<file path="config.mk">
export PLATFORM = sky130hd
export DESIGN_NAME = grid_ident
export DESIGN_NICKNAME = d
export VERILOG_FILES = /design/src/rtl/grid_ident.sv
export SDC_FILE = /design/constraint.sdc
export NUM_CORES = 1
export LEC_CHECK = 0
export ABC_AREA = 1
export BUFFER_PORTS_ARGS = -buffer_cell sky130_fd_sc_hd__buf_2
export CORE_MARGIN = 2
export CORE_UTILIZATION = 40
export CTS_CLUSTER_DIAMETER = 30
export DETAILED_ROUTE_END_ITERATION = 7
export HOLD_SLACK_MARGIN = 0.06
export SETUP_SLACK_MARGIN = 0.2
export SKIP_LAST_GASP = 1
export SLEW_MARGIN = 0
export SYNTH_ARGS = -nofsm -noshare
export SYNTH_HDL_FRONTEND = slang
export SYNTH_SLANG_ARGS = --single-unit
</file>
<file path="constraint.sdc">
create_clock -name csi_MCLK_clk -period 3.4 [get_ports csi_MCLK_clk]
set_input_delay 0.34 -clock csi_MCLK_clk [delete_from_list [all_inputs] [get_ports csi_MCLK_clk]]
set_output_delay 0.34 -clock csi_MCLK_clk [all_outputs]
set_load 0.005 [all_outputs]
</file>
<file path="src/rtl/grid_ident.sv">
// grid_ident: Avalon-MM identification slave.
//
// Word map:
//   0 -> 0,  1 -> ID_WORD0,  2 -> 0,  3 -> ID_WORD1   (legacy close-ID words)
//   4 -> VERSION
//   5 -> SCRATCH (read/write)
//   6 -> UPTIME (read-only)
//   7 -> ACCESS_COUNT in bits 15:0 (read-only, any write clears it)
//
// Handshake contract:
//   A transfer starts when read or write is high. waitrequest is high while
//   a request is present and the ack flag is low. The FSM holds the request
//   for WAIT_STATES cycles. It then spends one ACK cycle with
//   waitrequest low, and the transfer completes in that cycle.
//   readdata is loaded on the edge entering ACK. A write commits on the edge
//   that ends ACK. When read and write are both high, the transfer is a read.
//   Dropping the request during WAIT abandons the transfer with no side
//   effects.
//
// Build option:
//   GRID_IDENT_UPTIME_EN - when defined, a free-running 32-bit uptime counter
//   is built and is readable at word 6. When undefined, no counter exists and
//   word 6 reads 0.
//
// WAIT_STATES must be in 1..15.

module grid_ident #(
  parameter logic [31:0] ID_WORD0    = 32'hA5A5A5A5,
  parameter logic [31:0] ID_WORD1    = 32'h5A5A5A5A,
  parameter logic [31:0] VERSION     = 32'h00010000,
  parameter int unsigned WAIT_STATES = 1
) (
  input  logic        csi_MCLK_clk,
  input  logic        rsi_MRST_reset,
  input  logic [2:0]  avs_ident_address,
  input  logic        avs_ident_read,
  input  logic        avs_ident_write,
  input  logic [31:0] avs_ident_writedata,
  output logic [31:0] avs_ident_readdata,
  output logic        avs_ident_waitrequest
);

  // FSM encoding
  localparam logic [1:0] ST_IDLE = 2'd0;
  localparam logic [1:0] ST_WAIT = 2'd1;
  localparam logic [1:0] ST_ACK  = 2'd2;

  // With a single wait state the FSM skips WAIT entirely
  localparam logic       WS_ONE  = (WAIT_STATES == 32'd1);
  localparam logic [3:0] WS_LAST = 4'(WAIT_STATES - 32'd1);

  // Register word addresses
  localparam logic [2:0] A_ID0     = 3'd1;
  localparam logic [2:0] A_ID1     = 3'd3;
  localparam logic [2:0] A_VERSION = 3'd4;
  localparam logic [2:0] A_SCRATCH = 3'd5;
  localparam logic [2:0] A_UPTIME  = 3'd6;
  localparam logic [2:0] A_ACCESS  = 3'd7;

  logic [1:0]  state_q, state_d;
  logic [3:0]  cnt_q, cnt_d;
  logic        rd_xfer_q, rd_xfer_d;
  logic [31:0] readdata_q, readdata_d;
  logic [31:0] scratch_q, scratch_d;
  logic [15:0] acc_cnt_q, acc_cnt_d;

  logic        req;
  logic        ack;
  logic        enter_ack;
  logic        load_rd;
  logic        wr_commit;
  logic        rd_done;
  logic [31:0] rd_mux;

`ifdef GRID_IDENT_UPTIME_EN
  logic [31:0] uptime_q, uptime_d;
`endif

  assign req       = avs_ident_read | avs_ident_write;
  assign ack       = (state_q == ST_ACK);
  assign enter_ack = (state_d == ST_ACK) & (state_q != ST_ACK);
  // A read wins over a simultaneous write
  assign load_rd   = enter_ack & avs_ident_read;
  assign wr_commit = ack & avs_ident_write & ~rd_xfer_q;
  assign rd_done   = ack & rd_xfer_q;

  assign avs_ident_waitrequest = req & ~ack;
  assign avs_ident_readdata    = readdata_q;

  // Transfer FSM: count wait states, then one ACK cycle
  always_comb begin
    state_d = state_q;
    cnt_d   = cnt_q;
    case (state_q)
      ST_IDLE: begin
        if (req) begin
          cnt_d   = 4'd1;
          state_d = WS_ONE ? ST_ACK : ST_WAIT;
        end
      end
      ST_WAIT: begin
        if (!req) begin
          // Master abandoned the transfer: drop it without side effects
          state_d = ST_IDLE;
          cnt_d   = 4'd0;
        end else if (cnt_q == WS_LAST) begin
          state_d = ST_ACK;
        end else begin
          cnt_d = cnt_q + 4'd1;
        end
      end
      ST_ACK: begin
        state_d = ST_IDLE;
        cnt_d   = 4'd0;
      end
      default: begin
        state_d = ST_IDLE;
        cnt_d   = 4'd0;
      end
    endcase
  end

  // Remember whether the transfer being acknowledged is a read
  always_comb begin
    rd_xfer_d = rd_xfer_q;
    if (enter_ack) begin
      rd_xfer_d = avs_ident_read;
    end else if (ack) begin
      rd_xfer_d = 1'b0;
    end
  end

  // Read data source selected by the word address
  always_comb begin
    rd_mux = 32'h0;
    case (avs_ident_address)
      A_ID0:     rd_mux = ID_WORD0;
      A_ID1:     rd_mux = ID_WORD1;
      A_VERSION: rd_mux = VERSION;
      A_SCRATCH: rd_mux = scratch_q;
`ifdef GRID_IDENT_UPTIME_EN
      A_UPTIME:  rd_mux = uptime_q;
`else
      A_UPTIME:  rd_mux = 32'h0;
`endif
      A_ACCESS:  rd_mux = {16'h0, acc_cnt_q};
      default:   rd_mux = 32'h0;
    endcase
  end

  // readdata is captured on the edge entering ACK and then held
  always_comb begin
    readdata_d = readdata_q;
    if (load_rd) begin
      readdata_d = rd_mux;
    end
  end

  // Scratch register is written only by a completed write transfer
  always_comb begin
    scratch_d = scratch_q;
    if (wr_commit && (avs_ident_address == A_SCRATCH)) begin
      scratch_d = avs_ident_writedata;
    end
  end

  // Access counter: saturating count of completed reads, cleared by a write
  always_comb begin
    acc_cnt_d = acc_cnt_q;
    if (wr_commit && (avs_ident_address == A_ACCESS)) begin
      acc_cnt_d = 16'h0;
    end else if (rd_done && (acc_cnt_q != 16'hFFFF)) begin
      acc_cnt_d = acc_cnt_q + 16'd1;
    end
  end

`ifdef GRID_IDENT_UPTIME_EN
  // Uptime counter runs every clock and wraps naturally
  always_comb begin
    uptime_d = uptime_q + 32'd1;
  end

  // Uptime register
  always_ff @(posedge csi_MCLK_clk or posedge rsi_MRST_reset) begin
    if (rsi_MRST_reset) begin
      uptime_q <= 32'h0;
    end else begin
      uptime_q <= uptime_d;
    end
  end
`endif

  // FSM and transfer bookkeeping registers
  always_ff @(posedge csi_MCLK_clk or posedge rsi_MRST_reset) begin
    if (rsi_MRST_reset) begin
      state_q   <= ST_IDLE;
      cnt_q     <= 4'd0;
      rd_xfer_q <= 1'b0;
    end else begin
      state_q   <= state_d;
      cnt_q     <= cnt_d;
      rd_xfer_q <= rd_xfer_d;
    end
  end

  // Data registers: readdata, scratch and access count
  always_ff @(posedge csi_MCLK_clk or posedge rsi_MRST_reset) begin
    if (rsi_MRST_reset) begin
      readdata_q <= 32'h0;
      scratch_q  <= 32'h0;
      acc_cnt_q  <= 16'h0;
    end else begin
      readdata_q <= readdata_d;
      scratch_q  <= scratch_d;
      acc_cnt_q  <= acc_cnt_d;
    end
  end

endmodule

</file>
==> flow_metrics.py <==
metrics = {
    "timing": {
        "slew_headroom_pct": 41.7,
        "setup_viol": 0,
        "tightest_slew_ns": 0.874,
        "tns_ns": 0,
        "fmax_mhz": 456,
        "post-route-min-period_ns": 2.19,
        "skew_ns": 0.0106,
        "setup_ws_ns": 1.21,
        "hold_viol_final": 0,
        "drv_slew": 0,
        "final.period_utilization_pct": 64.5,
        "rsz0062_at_grt": "no",
    },
    "clocking": {
        "cts.sinks": 87,
        "post-cts-setup-buffers": 0,
        "cts.clk_slew.worst_paths_ns": 0.09,
        "cts_inserted_buffers": 9,
        "root_buffer": "clkbuf_8",
        "htreeDepth": 3,
        "worstSkewPairLatency_ns": 0.35,
        "cts_buffer_depth": 2,
        "cts_tree": "yes",
        "cts_resized": 0,
        "cts_hold_buf": 0,
    },
    "synthesis": {
        "syn_area_sq_um": 4210,
        "syn_area_per_cell_sq_um": 8.00,
        "async_flop_share_pct": 100,
        "seq_area_frac_synth_pct": 51.7,
        "syn_nets": 568,
        "ys_ff_latch": 87,
        "yosysWarningCount": 0,
        "syn_inst": 526,
        "synth-edff-count": 0,
        "synth_flop_cell": "dfrtp_1",
        "synth.distinct_cells": 32,
    },
    "final_layout": {
        "syn_to_final_growth_pct": 13.7,
        "multi_input_area_sq_um": 1740,
        "final_util_pct": 46.6,
        "ff_latch_area_sq_um": 2180,
        "diodes": 0,
        "nFillCells": 1101,
        "layout.cells.non_filler": 730,
        "nNetsFinal": 632,
        "drive_above_1_share_pct": 18.4,
    },
    "die": {
        "die_w_um": 107,
        "initial_core_util_pct": 41.0,
        "rows": 37,
        "die-area_sq_um": 11400,
        "core_sq_um": 10300,
        "ios": 72,
        "die_h_um": 107,
    },
    "detailed_routing": {
        "antenna_left": 0,
        "routed_wl_um": 9890,
        "dr.first_iter.drc_count": 136,
        "firstDrtPassIters": 4,
        "wl_per_cell_um": 13.5,
        "drc": 0,
        "vias": 3583,
        "avgViaCountPerCell": 4.91,
    },
    "global_routing": {
        "grtUsageTotal_pct": 18.7,
        "grt_max_degree": 53,
        "grt_use_met1_pct": 26.3,
        "use_met2_pct": 28.8,
        "antenna_found_initial": 0,
        "grt_pass1_vias": 3427,
        "grt_pass1_wl_um": 16700,
        "grt_remaining_overflow": 0,
        "grt-busiest-layer": "met2",
        "grtUsageMet3_pct": 4.01,
    },
    "placed_design": {
        "port_buffers": 71,
        "post-place-ws_ns": 1.20,
        "dp_hpwl_um": 7120,
        "gp_congestion": 0.822,
        "place_inst": 715,
    },
    "worst_setup_path": {
        "cp_max_fo": 43,
        "path_cells": "inv_1 > nand2_1 > inv_1 > nand2_1 > nor2_4 > nand2_2 > nor2_1 > a21oi_1",
        "cp_slowest_cell": "nand2_2",
        "cp.required_ns": 3.62,
        "arrival_ns": 2.41,
        "critPathKind": "flip-flop to flip-flop",
        "worst-r2r-cell-count": 8,
        "startpoint": "state_q[0]",
        "endpoint_kind": "flip-flop",
        "crit_path_max_incr_delay_ns": 0.58,
        "r2r-start": "state_q[0]",
        "start_kind": "flip-flop",
    },
    "worst_hold_path": {
        "hold_path.class": "input pin to asynchronous set/reset pin",
    },
    "pwr": {
        "p_leak_nw": 2.55,
        "power.density_nw_per_um2": 498,
        "peakVddDrop_uv": 249,
    },
    "status": {
        "run_status": "completed",
    },
    "flow_run": {
        "drv_cap": 0,
    },
}
synthesized netlist by cell type, types with 6 or more instances:
library cell	count	area (sq um)
nand3_1	38	190
o211ai_1	7	52.6
nand4_1	13	81.3
o21ai_1	6	30.0
dfrtp_1	87	2180
nand2_1	196	736
a21oi_1	27	135
nor2_1	29	109
buf_2	14	70.1
o21ai_0	30	150
inv_1	36	135
worst paths after layout:
path	end	slack [ns]
worst max-delay path	scratch_q[19]	1.21
worst min-delay path	avs_ident_readdata[10]	0.13
worst max register to register	scratch_q[19]	1.21
worst min register to register	scratch_q[24]	0.47
max in group asynchronous	cnt_q[3]	2.47
min in group csi_MCLK_clk	scratch_q[22]	0.22
routing by layer:
layer	part of all wire [%]	vias to the layer above	wire length [um]
met3	5.5	9	547
met4	1.1	0	105
met1	47	1672	4620
li1	-	1819	-
met2	47	83	4620
met5	0	-	0
report_power, final:
group	total [mW]	internal, mW	switching (mW)
logic	0.439	0.173	0.266
clock network	0.617	0.260	0.357
registers	1.33	1.22	0.111
registers in the layout, indices dropped and copies added, names as in the netlist:
signal and cells:
rd_xfer_q 1, state_q 2, scratch_q 32, avs_ident_readdata 32, acc_cnt_q 16, cnt_q 4
cell families after synthesis:
logic type | count (synthesis) | share of synthesized area (%)
buffers and inverters | 63 | 6.84
XOR/XNOR | 5 | 1.04
flip-flops | 87 | 51.7
AO/OA/AOI/OAI | 76 | 9.81
AND/OR/NAND/NOR | 292 | 29.7
adder cells (fa/ha/maj) | 3 | 0.892
final cells by class:
cell class                      count  share of cell area [%]
Tap cell                          136                    3.55
Inverter                           41                    3.24
Clock buffer                       11                    2.74
Timing Repair Buffer               75                    8.05
Clock inverter                      4                   0.497
Sequential cell                    87                    45.5
Multi-Input combinational cell    376                    36.4
per-stage QoR:
stage / hold slack, ns / power [mW] / cell area [sq um]
CTS: 0.154 / 2.42 / 4790
global placement: 0.454 / 1.78 / 4630
finish: 0.131 / 2.39 / 4790
floorplan: 0.437 / 1.63 / 4210
detailed placement: 0.459 / 1.79 / 4630
global route: 0.191 / 2.56 / 4790
critical path: cells and delay by family, from the launching register on:
family	cells	cell delay (ns)
AOI/OAI and AO/OA	1	0.06
DFF	1	0.41
buffers and inverters	2	0.16
and+or+nand+nor	5	1.42
layout by cell type, fill, tap and decap left out:
master / netlist / layout
nor2_1: 29 / 29
nor3_1: 1 / 1
nand2_4: 1 / 1
clkinv_4: 0 / 1
clkinv_2: 0 / 4
dfrtp_1: 87 / 87
clkbuf_8: 0 / 9
clkbuf_1: 1 / 2
nand2_1: 196 / 196
nor2_8: 1 / 1
nor2_4: 3 / 3
inv_2: 5 / 5
nor2_2: 5 / 5
and3_1: 1 / 1
a21oi_2: 1 / 1
a21oi_1: 27 / 27
o21ai_1: 6 / 6
nand2_2: 2 / 2
o21ai_0: 30 / 30
o21ai_2: 1 / 1
a22oi_1: 1 / 1
ha_1: 3 / 3
buf_4: 5 / 4
inv_1: 36 / 35
nand4_1: 13 / 13
buf_2: 14 / 71
o21bai_1: 1 / 1
o211ai_1: 7 / 7
nand3_1: 38 / 38
nand3b_1: 1 / 1
or2_2: 1 / 1
xor2_1: 5 / 5
a31oi_1: 1 / 1
o22ai_1: 1 / 1
No activity file was read; power rests on OpenSTA's default activity.
